`src/rtl/alu_pipe.sv`:
```
`default_nettype none
// ============================================================================
// Module   : alu_pipe
// Purpose  : Registered ALU with valid/ready handshake on both sides, one
//            result register (no skid buffer), C/Z/N/V flags, a persistent
//            carry register for multi-word add/subtract chaining, and an
//            accepted-operation counter.
// Ports    : clk, rst          - clock, synchronous active-high reset
//            in_valid/in_ready - request handshake (in_ready combinational)
//            op, a, b          - opcode and operands (b[log2(WIDTH)-1:0] = SHL amount)
//            clr_carry         - clears the carry register
//            sat               - saturating ADD/ADDC/SUB/SUBB (ALU_SAT_EN builds)
//            out_valid/out_ready - result handshake
//            result, flag_c/z/n/v - registered result and flags
//            carry_q           - carry register
//            op_count          - accepted-operation counter (wraps)
// Macro    : ALU_SAT_EN enables saturation; otherwise sat is ignored.
// Revision : 1.0 - initial release
// ============================================================================
module alu_pipe #(
    parameter int WIDTH = 4,
    parameter int CNT_W = 8
) (
    input  logic             clk,
    input  logic             rst,
    input  logic             in_valid,
    output logic             in_ready,
    input  logic [2:0]       op,
    input  logic [WIDTH-1:0] a,
    input  logic [WIDTH-1:0] b,
    input  logic             clr_carry,
    input  logic             sat,
    output logic             out_valid,
    input  logic             out_ready,
    output logic [WIDTH-1:0] result,
    output logic             flag_c,
    output logic             flag_z,
    output logic             flag_n,
    output logic             flag_v,
    output logic             carry_q,
    output logic [CNT_W-1:0] op_count
);

    localparam int         c_SH_W   = $clog2(WIDTH);
    localparam logic [2:0] c_OP_ADD  = 3'b000;
    localparam logic [2:0] c_OP_SUB  = 3'b001;
    localparam logic [2:0] c_OP_AND  = 3'b010;
    localparam logic [2:0] c_OP_OR   = 3'b011;
    localparam logic [2:0] c_OP_XOR  = 3'b100;
    localparam logic [2:0] c_OP_ADDC = 3'b101;
    localparam logic [2:0] c_OP_SUBB = 3'b110;
    localparam logic [2:0] c_OP_SHL  = 3'b111;

    logic             r_out_valid;
    logic [WIDTH-1:0] r_result;
    logic             r_flag_c;
    logic             r_flag_z;
    logic             r_flag_n;
    logic             r_flag_v;
    logic             r_carry;
    logic [CNT_W-1:0] r_op_count;

    logic             w_accept;
    logic [WIDTH-1:0] w_b_eff;
    logic             w_cin;
    logic [WIDTH:0]   w_sum;
    logic [WIDTH:0]   w_shx;
    logic [WIDTH-1:0] w_raw;
    logic [WIDTH-1:0] w_res;
    logic             w_c;
    logic             w_v;
    logic             w_upd_carry;

    assign in_ready = !r_out_valid || out_ready;
    assign w_accept = in_valid && in_ready;

    // Subtraction is a + ~b + cin, so the adder carry-out is the no-borrow bit.
    always_comb begin
        w_b_eff = b;
        w_cin   = 1'b0;
        case (op)
            c_OP_SUB:  begin w_b_eff = ~b; w_cin = 1'b1;    end
            c_OP_ADDC: begin w_b_eff = b;  w_cin = r_carry; end
            c_OP_SUBB: begin w_b_eff = ~b; w_cin = r_carry; end
            default:   begin w_b_eff = b;  w_cin = 1'b0;    end
        endcase
    end

    assign w_sum = {1'b0, a} + {1'b0, w_b_eff} + {{WIDTH{1'b0}}, w_cin};
    // Extra top bit catches the last bit shifted out; it is 0 for a zero shift.
    assign w_shx = {1'b0, a} << b[c_SH_W-1:0];

    always_comb begin
        w_raw       = '0;
        w_c         = 1'b0;
        w_v         = 1'b0;
        w_upd_carry = 1'b0;
        case (op)
            c_OP_ADD, c_OP_SUB, c_OP_ADDC, c_OP_SUBB: begin
                w_raw       = w_sum[WIDTH-1:0];
                w_c         = w_sum[WIDTH];
                w_v         = (a[WIDTH-1] == w_b_eff[WIDTH-1]) &&
                              (w_sum[WIDTH-1] != a[WIDTH-1]);
                w_upd_carry = 1'b1;
            end
            c_OP_AND: w_raw = a & b;
            c_OP_OR:  w_raw = a | b;
            c_OP_XOR: w_raw = a ^ b;
            c_OP_SHL: begin
                w_raw       = w_shx[WIDTH-1:0];
                w_c         = w_shx[WIDTH];
                w_upd_carry = 1'b1;
            end
            default: w_raw = '0;
        endcase
    end

`ifdef ALU_SAT_EN
    // Saturation only alters the result; C, V and the carry register stay raw.
    always_comb begin
        w_res = w_raw;
        if (sat) begin
            if (((op == c_OP_ADD) || (op == c_OP_ADDC)) && w_c)
                w_res = '1;
            else if (((op == c_OP_SUB) || (op == c_OP_SUBB)) && !w_c)
                w_res = '0;
        end
    end
`else
    logic w_unused_sat;
    assign w_unused_sat = sat;
    assign w_res        = w_raw;
`endif

    always_ff @(posedge clk) begin
        if (rst) begin
            r_out_valid <= 1'b0;
            r_result    <= '0;
            r_flag_c    <= 1'b0;
            r_flag_z    <= 1'b0;
            r_flag_n    <= 1'b0;
            r_flag_v    <= 1'b0;
            r_carry     <= 1'b0;
            r_op_count  <= '0;
        end else begin
            if (w_accept) begin
                r_out_valid <= 1'b1;
                r_result    <= w_res;
                r_flag_c    <= w_c;
                r_flag_z    <= (w_res == '0);
                r_flag_n    <= w_res[WIDTH-1];
                r_flag_v    <= w_v;
                r_op_count  <= r_op_count + CNT_W'(1);
            end else if (out_ready) begin
                r_out_valid <= 1'b0;
            end
            // clr_carry wins over the update from an operation in the same cycle.
            if (clr_carry)
                r_carry <= 1'b0;
            else if (w_accept && w_upd_carry)
                r_carry <= w_c;
        end
    end

    assign out_valid = r_out_valid;
    assign result    = r_result;
    assign flag_c    = r_flag_c;
    assign flag_z    = r_flag_z;
    assign flag_n    = r_flag_n;
    assign flag_v    = r_flag_v;
    assign carry_q   = r_carry;
    assign op_count  = r_op_count;

endmodule
`default_nettype wire

```
`config.mk`:
```
export PLATFORM = sky130hd
export DESIGN_NAME = alu_pipe
export DESIGN_NICKNAME = d
export VERILOG_FILES = /design/src/rtl/alu_pipe.sv
export SDC_FILE = /design/constraint.sdc
export NUM_CORES = 1
export LEC_CHECK = 0
export BUFFER_PORTS_ARGS = -buffer_cell sky130_fd_sc_hd__buf_2
export CAP_MARGIN = 0
export CORE_MARGIN = 2
export CORE_UTILIZATION = 50
export CTS_CLUSTER_SIZE = 20
export DETAILED_ROUTE_END_ITERATION = 12
export PLACE_DENSITY = 0.82
export RECOVER_POWER = 100
export SYNTH_ARGS = -nofsm -noshare
export SYNTH_HDL_FRONTEND = slang
export SYNTH_SLANG_ARGS = --single-unit
```
`constraint.sdc`:
```
create_clock -name clk -period 3.28 [get_ports clk]
set_input_delay 0.656 -clock clk [delete_from_list [all_inputs] [get_ports clk]]
set_output_delay 0.656 -clock clk [all_outputs]
set_load 0.01 [all_outputs]
```
==> run metrics, run 1 <==
switching share of total power=0.3349; Cells after Synth=160; #FFs+latches synth=17; setup TNS=0 ns; Mapped Nets=192; fmax=349.9 MHz; CTS buffer count=3; critical-path cell with the highest stage delay=fa_1; Post-CTS Resized=0; worst setup path endpoint=flag_z$_SDFFE_PP0P_; initial core utilization=0.5320; min cycle time layout=2.858 ns; placed insts=218; Global Route Usage Sum=0.1940; Netlist Area Pre-Place=1330 um2; P_int=0.3305 mW; Worst-path clk slew=0.10 ns; final WL=2953 um; Post-synth top flop=dfxtp_1; Fin Hold WS=0.4724 ns; post-route ant nets=0; number of slew-limit violations in the final report=0; initial antenna violation count=0; Vias/cell=5.577; Final Power=0.4969 mW; Synth area leader=dfxtp_1; n_diodes=0; global route overflow=0; EDFF count, synth=0; max cap viols=0; global-route wire length before repair=4864 um; DRT iter0 DRCs=31; Synth cell types=46; CTS H-tree depth=1; fin cells=222; PortBufs=34; share of cells above drive strength 1=0.1146; routed length per placed instance=13.30 um; CP Data Arrival Time=3.10 ns; combinational share of power=0.323; Worst Skew=0.008508 ns; asr flop ratio synth=0; RSZ-0062 raised after global routing=no; hold-fix buffers at CTS=0; maximum number of pins on one net before global-route repair=19; IO Count=36; Power Density=330.1 nW/um2; Die X-Extent=55.58 um; maximum VDD drop=0.2396 mV; Crit path largest cell delay=0.42 ns; DRC violations left=0; path depth of the worst reg2reg path=7; NetSw=0.1664 mW; pre-CTS setup slack=0.2733 ns; GPL Wtd Cong=0.9121; Site Rows=18; startpoint types=primary input; vias=1,238; CTS tree=done; worst r2r src=carry_q$_SDFFE_PP0P_; Leak=0.6642 nW; setup bufs post-CTS=0; Slew @ Worst Pin=0.7267 ns; worst setup path start=op[0]; WP data required=3.53 ns; register area share after synthesis=0.2559; Synthesis Warnings=0; post-synth top area share=0.2559; FF-to-FF setup slack=1.23 ns; outcome=finished, final reports clean; syn avg cell area=8.313 um2; via count of the first global-routing pass=1,139; cell mode on critical path=fa_1; fin crit share=0.8712; Sequential Power Share=0.452; post-layout worst setup margin=0.4224 ns; CTS sink count=17; 1st-pass router iterations=4; commonest cells after routing, fill and taps aside=clkbuf_1 (21), nand2_1 (19), dfxtp_1 (17); Detail Placement HPWL=2387 um; CP cell instances=buf_2 -> and2b_1 -> a21oi_1 -> xnor2_1 -> fa_1 -> inv_1 -> fa_1 -> o21ai_0 -> nor4b_2 -> a32o_1; crit path max fanout=16; reg2reg end=flag_z$_SDFFE_PP0P_; Hold Path Stages=2; Tightest Hold Check Type=reg -> reg; final net count=225; cells taking the most area after synthesis=dfxtp_1 (26%), ha_1 (12%), xnor2_1 (6.6%); number of setup violations in the final report=0; Skew-Pair Late Insertion Delay=0.30 ns; CTS Root Cell=clkbuf_4; Final Hold Fails=0; Worst setup EP type=register; clk buf depth=2; slew margin rel.=0.5156; Layout area overhead=13.17%; CP Class=in -> reg; die footprint=3089 um2; clock power share=0.225; DIE HEIGHT=55.58 um; most common cell after layout, fill and taps aside=clkbuf_1; Core ar.=2500 um2
power groups by stage:
stage | clock network, mW | registers [mW] | logic, mW
finish | 0.112 | 0.225 | 0.161
global route | 0.123 | 0.226 | 0.180
CTS | 0.117 | 0.224 | 0.169
detailed placement | 0 | 0.229 | 0.168
global placement | 0 | 0.228 | 0.161
floorplan | 0 | 0.234 | 0.113
layer usage:
metal | global-route usage | vias to the layer above | part of all wire | wire length (um)
met4 | 0.09408 | 0 | 0.024 | 72
met1 | 0.2185 | 584 | 0.42 | 1246
met3 | 0.02791 | 8 | 0.027 | 79
met2 | 0.3537 | 22 | 0.53 | 1554
li1 | - | 624 | - | -
met5 | 0 | - | 0 | 0
cell type report:
class	instances	area, um2
Clock buffer	3	22.52
Clock inverter	1	5.005
Fill cell	251	994.7
Inverter	12	45.04
Multi-Input combinational cell	122	890.9
Sequential cell	17	340.3
Tap cell	30	37.54
Timing Repair Buffer	37	163.9
sequential cells by signal, indices dropped and copies added (netlist names):
| name | cells |
|---|---|
| result | 4 |
| flag_c | 1 |
| out_valid | 1 |
| carry_q | 1 |
| flag_v | 1 |
| op_count | 8 |
| flag_z | 1 |
cell families (layout without fill, tap and decap cells):
| family | after synthesis | after routing | synth area share |
|---|---|---|---|
| compound gates | 36 | 36 | 0.1882 |
| xor+xnor | 15 | 15 | 0.09877 |
| fa+ha+maj | 15 | 15 | 0.1524 |
| simple gates | 54 | 54 | 0.2211 |
| flops | 17 | 17 | 0.2559 |
| buf+inv | 21 | 53 | 0.06772 |
| mux | 2 | 2 | 0.01599 |
cell usage after synthesis (2+ instances only):
cell and n:
o32ai_1 3, nand2_1 19, a21oi_1 11, inv_1 11, buf_4 2, a211oi_1 2, xnor2_1 10, nand4_1 2
buf_2 3, and3_1 3, nor4b_1 4, xor2_1 5, nor2_1 10, fa_1 2, nand2b_1 4, ha_1 13
o211a_1 3, nor3_1 2, dfxtp_1 17, o21ai_0 3, o211ai_1 2, clkbuf_1 4, o21ai_1 2
stage by stage:
step           cell area (um2)    util
5_1_grt                   1505  0.6021
6_report                  1505  0.6021
3_5_place_dp              1515  0.6061
3_3_place_gp              1515  0.6061
2_1_floorplan             1330       -
4_1_cts                   1543  0.6171
worst max-delay path, delay by kind of cell:
| family | cells | cell delay [ns] |
|---|---|---|
| AO/OA/AOI/OAI | 3 | 0.67 |
| XOR/XNOR | 1 | 0.12 |
| adder cells (fa/ha/maj) | 2 | 0.83 |
| buffers and inverters | 2 | 0.32 |
| AND/OR/NAND/NOR | 2 | 0.49 |
worst min path at each step:
stage                                 startpoint                      to  slack (ns)
after floorplan              flag_c$_SDFFE_PP0P_     flag_c$_SDFFE_PP0P_        0.48
after global placement    result[2]$_SDFFE_PP0P_  result[2]$_SDFFE_PP0P_        0.45
after detailed placement  result[2]$_SDFFE_PP0P_  result[2]$_SDFFE_PP0P_        0.46
after CTS                 result[2]$_SDFFE_PP0P_  result[2]$_SDFFE_PP0P_        0.47
after global routing         flag_c$_SDFFE_PP0P_     flag_c$_SDFFE_PP0P_        0.50
final                     result[2]$_SDFFE_PP0P_  result[2]$_SDFFE_PP0P_        0.47
No activity file was read; power rests on OpenSTA's default activity.
==> run 2, diff against run 1 <==
CORE_UTILIZATION = 47   (was 50)
MAX_ROUTING_LAYER = met4   (was unset)
PLACE_DENSITY = 0.81   (was 0.82)
clock period = 2.6 ns   (was 3.28 ns; I/O delays follow)
==> run 2 against run 1 <==
  * Count of clock-buffer cells in the layout rose by 1
  * Sequential power rose by 26%
  * Total power rose by 31%
  * Critical path depth rose by 1
  * First-iteration DRC count fell by 42%
  * Global-route usage rose by 0.051 points
  * Hold slack got worse by 0.082 ns
  * Largest cell class unchanged
  * Largest power group unchanged
==> run metrics, run 2 (same netlist as run 1, synthesis figures left out) <==
GPL Wtd Cong=0.9237; reg2reg end=flag_z$_SDFFE_PP0P_; commonest cells after routing, fill and taps aside=clkbuf_1 (22), nand2_1 (19), dfxtp_1 (17); path depth of the worst reg2reg path=8; post-route ant nets=0; DRC violations left=0; most common cell after layout, fill and taps aside=clkbuf_1; Fin Hold WS=0.3909 ns; fmax=420.1 MHz; initial core utilization=0.4908; global-route wire length before repair=5085 um; hold_sp=clr_carry; Detail Placement HPWL=2308 um; startpoint types=primary input; Worst-path clk slew=0.09 ns; Leak=0.7029 nW; pre-CTS setup slack=-0.05062 ns; CTS Root Cell=clkbuf_4; Core ar.=2710 um2; maximum VDD drop=0.4243 mV; final net count=231; CP Class=in -> reg; CTS H-tree depth=1; Slew @ Worst Pin=0.5986 ns; Hold EP=carry_q$_SDFFE_PP0P_; n_diodes=0; Power Density=406.1 nW/um2; Global Route Usage Sum=0.1945; Worst setup EP type=register; CP Data Arrival Time=2.61 ns; fin crit share=0.9155; post-route cell area=1598 um2; IO Count=36; Post-CTS Resized=0; initial antenna violation count=0; Core Util, Final=0.5896; via count of the first global-routing pass=1,172; Largest register FFs=8; min cycle time layout=2.380 ns; Layout area overhead=20.13%; Worst Skew=0.002709 ns; WP data required=2.83 ns; outcome=finished, final reports clean; slew margin rel.=0.6007; Final Hold Fails=0; RSZ-0062 raised after global routing=no; worst r2r src=carry_q$_SDFFE_PP0P_; 1st-pass router iterations=4; Site Rows=19; die footprint=3271 um2; setup TNS=0 ns; post-layout worst setup margin=0.2196 ns; DRT iter0 DRCs=18; hold-fix buffers at CTS=0; Tightest Hold Check Type=in -> reg; crit path max fanout=3; PortBufs=34; CTS tree=done; Vias/cell=5.367; CTS buffer count=3; DIE HEIGHT=57.20 um; area post-placement=1608 um2; routed length per placed instance=12.53 um; final WL=2870 um; setup bufs post-CTS=0; vias=1,229; number of setup violations in the final report=0; Die X-Extent=57.20 um; share of cells above drive strength 1=0.1818; Skew-Pair Late Insertion Delay=0.29 ns; global route overflow=0; clk buf depth=2; number of slew-limit violations in the final report=0; maximum number of pins on one net before global-route repair=18; Hold Path Stages=2; max cap viols=0; FF-to-FF setup slack=0.65 ns; CTS sink count=17
-- run 2: metrics by stage --
stage / std cells / power [mW]
4_1_cts: 229 / 0.6601
3_3_place_gp: 225 / 0.5155
2_1_floorplan: 160 / 0.4550
5_1_grt: 229 / 0.6929
6_report: 229 / 0.6488
3_5_place_dp: 225 / 0.5261
-- run 2: worst max-delay path, stage by stage --
cell and delay (ns):
clkbuf_1 0.11, and2b_1 0.24, a21oi_4 0.17, xnor2_1 0.17, fa_2 0.26, inv_2 0.04, fa_2 0.40, xnor2_2 0.18
a22oi_2 0.09, nor4b_2 0.27, a32o_1 0.15
-- run 2: area by class of cell --
| type | count | area, um2 |
|---|---|---|
| Clock buffer | 4 | 26.28 |
| Fill cell | 267 | 1112 |
| Inverter | 12 | 45.04 |
| Multi-Input combinational cell | 122 | 938.4 |
| Sequential cell | 17 | 340.3 |
| Tap cell | 31 | 38.79 |
| Timing Repair Buffer | 43 | 209.0 |
-- run 2: layer usage --
| layer | routed length, um | GRT usage | vias to the layer above | part of all wire |
|---|---|---|---|---|
| met5 | 0 | - | - | 0 |
| met3 | 112 | 0.02948 | 4 | 0.039 |
| met2 | 1405 | 0.3268 | 27 | 0.49 |
| li1 | - | - | 635 | - |
| met4 | 23 | 0.02990 | 0 | 0.0080 |
| met1 | 1328 | 0.2532 | 563 | 0.46 |
-- run 2: worst max-delay path by stage --
| stage | slack (ns) | endpoint | start | cells past startpoint |
|---|---|---|---|---|
| after detailed placement | -0.05 | flag_z$_SDFFE_PP0P_ | op[0] | 11 |
| after global routing | 0.08 | flag_z$_SDFFE_PP0P_ | op[0] | 11 |
| after floorplan | -0.006 | flag_z$_SDFFE_PP0P_ | op[1] | 12 |
| after CTS | 0.25 | flag_z$_SDFFE_PP0P_ | op[0] | 11 |
| after global placement | -0.01 | flag_z$_SDFFE_PP0P_ | op[0] | 11 |
| final | 0.22 | flag_z$_SDFFE_PP0P_ | op[0] | 11 |
-- run 2: power breakdown --
group	total, mW	leakage (nW)	switching, mW	internal (mW)
combinational	0.230	0.549	0.127	0.103
sequential	0.283	0.139	0.00933	0.274
clock	0.136	0.0150	0.0763	0.0597
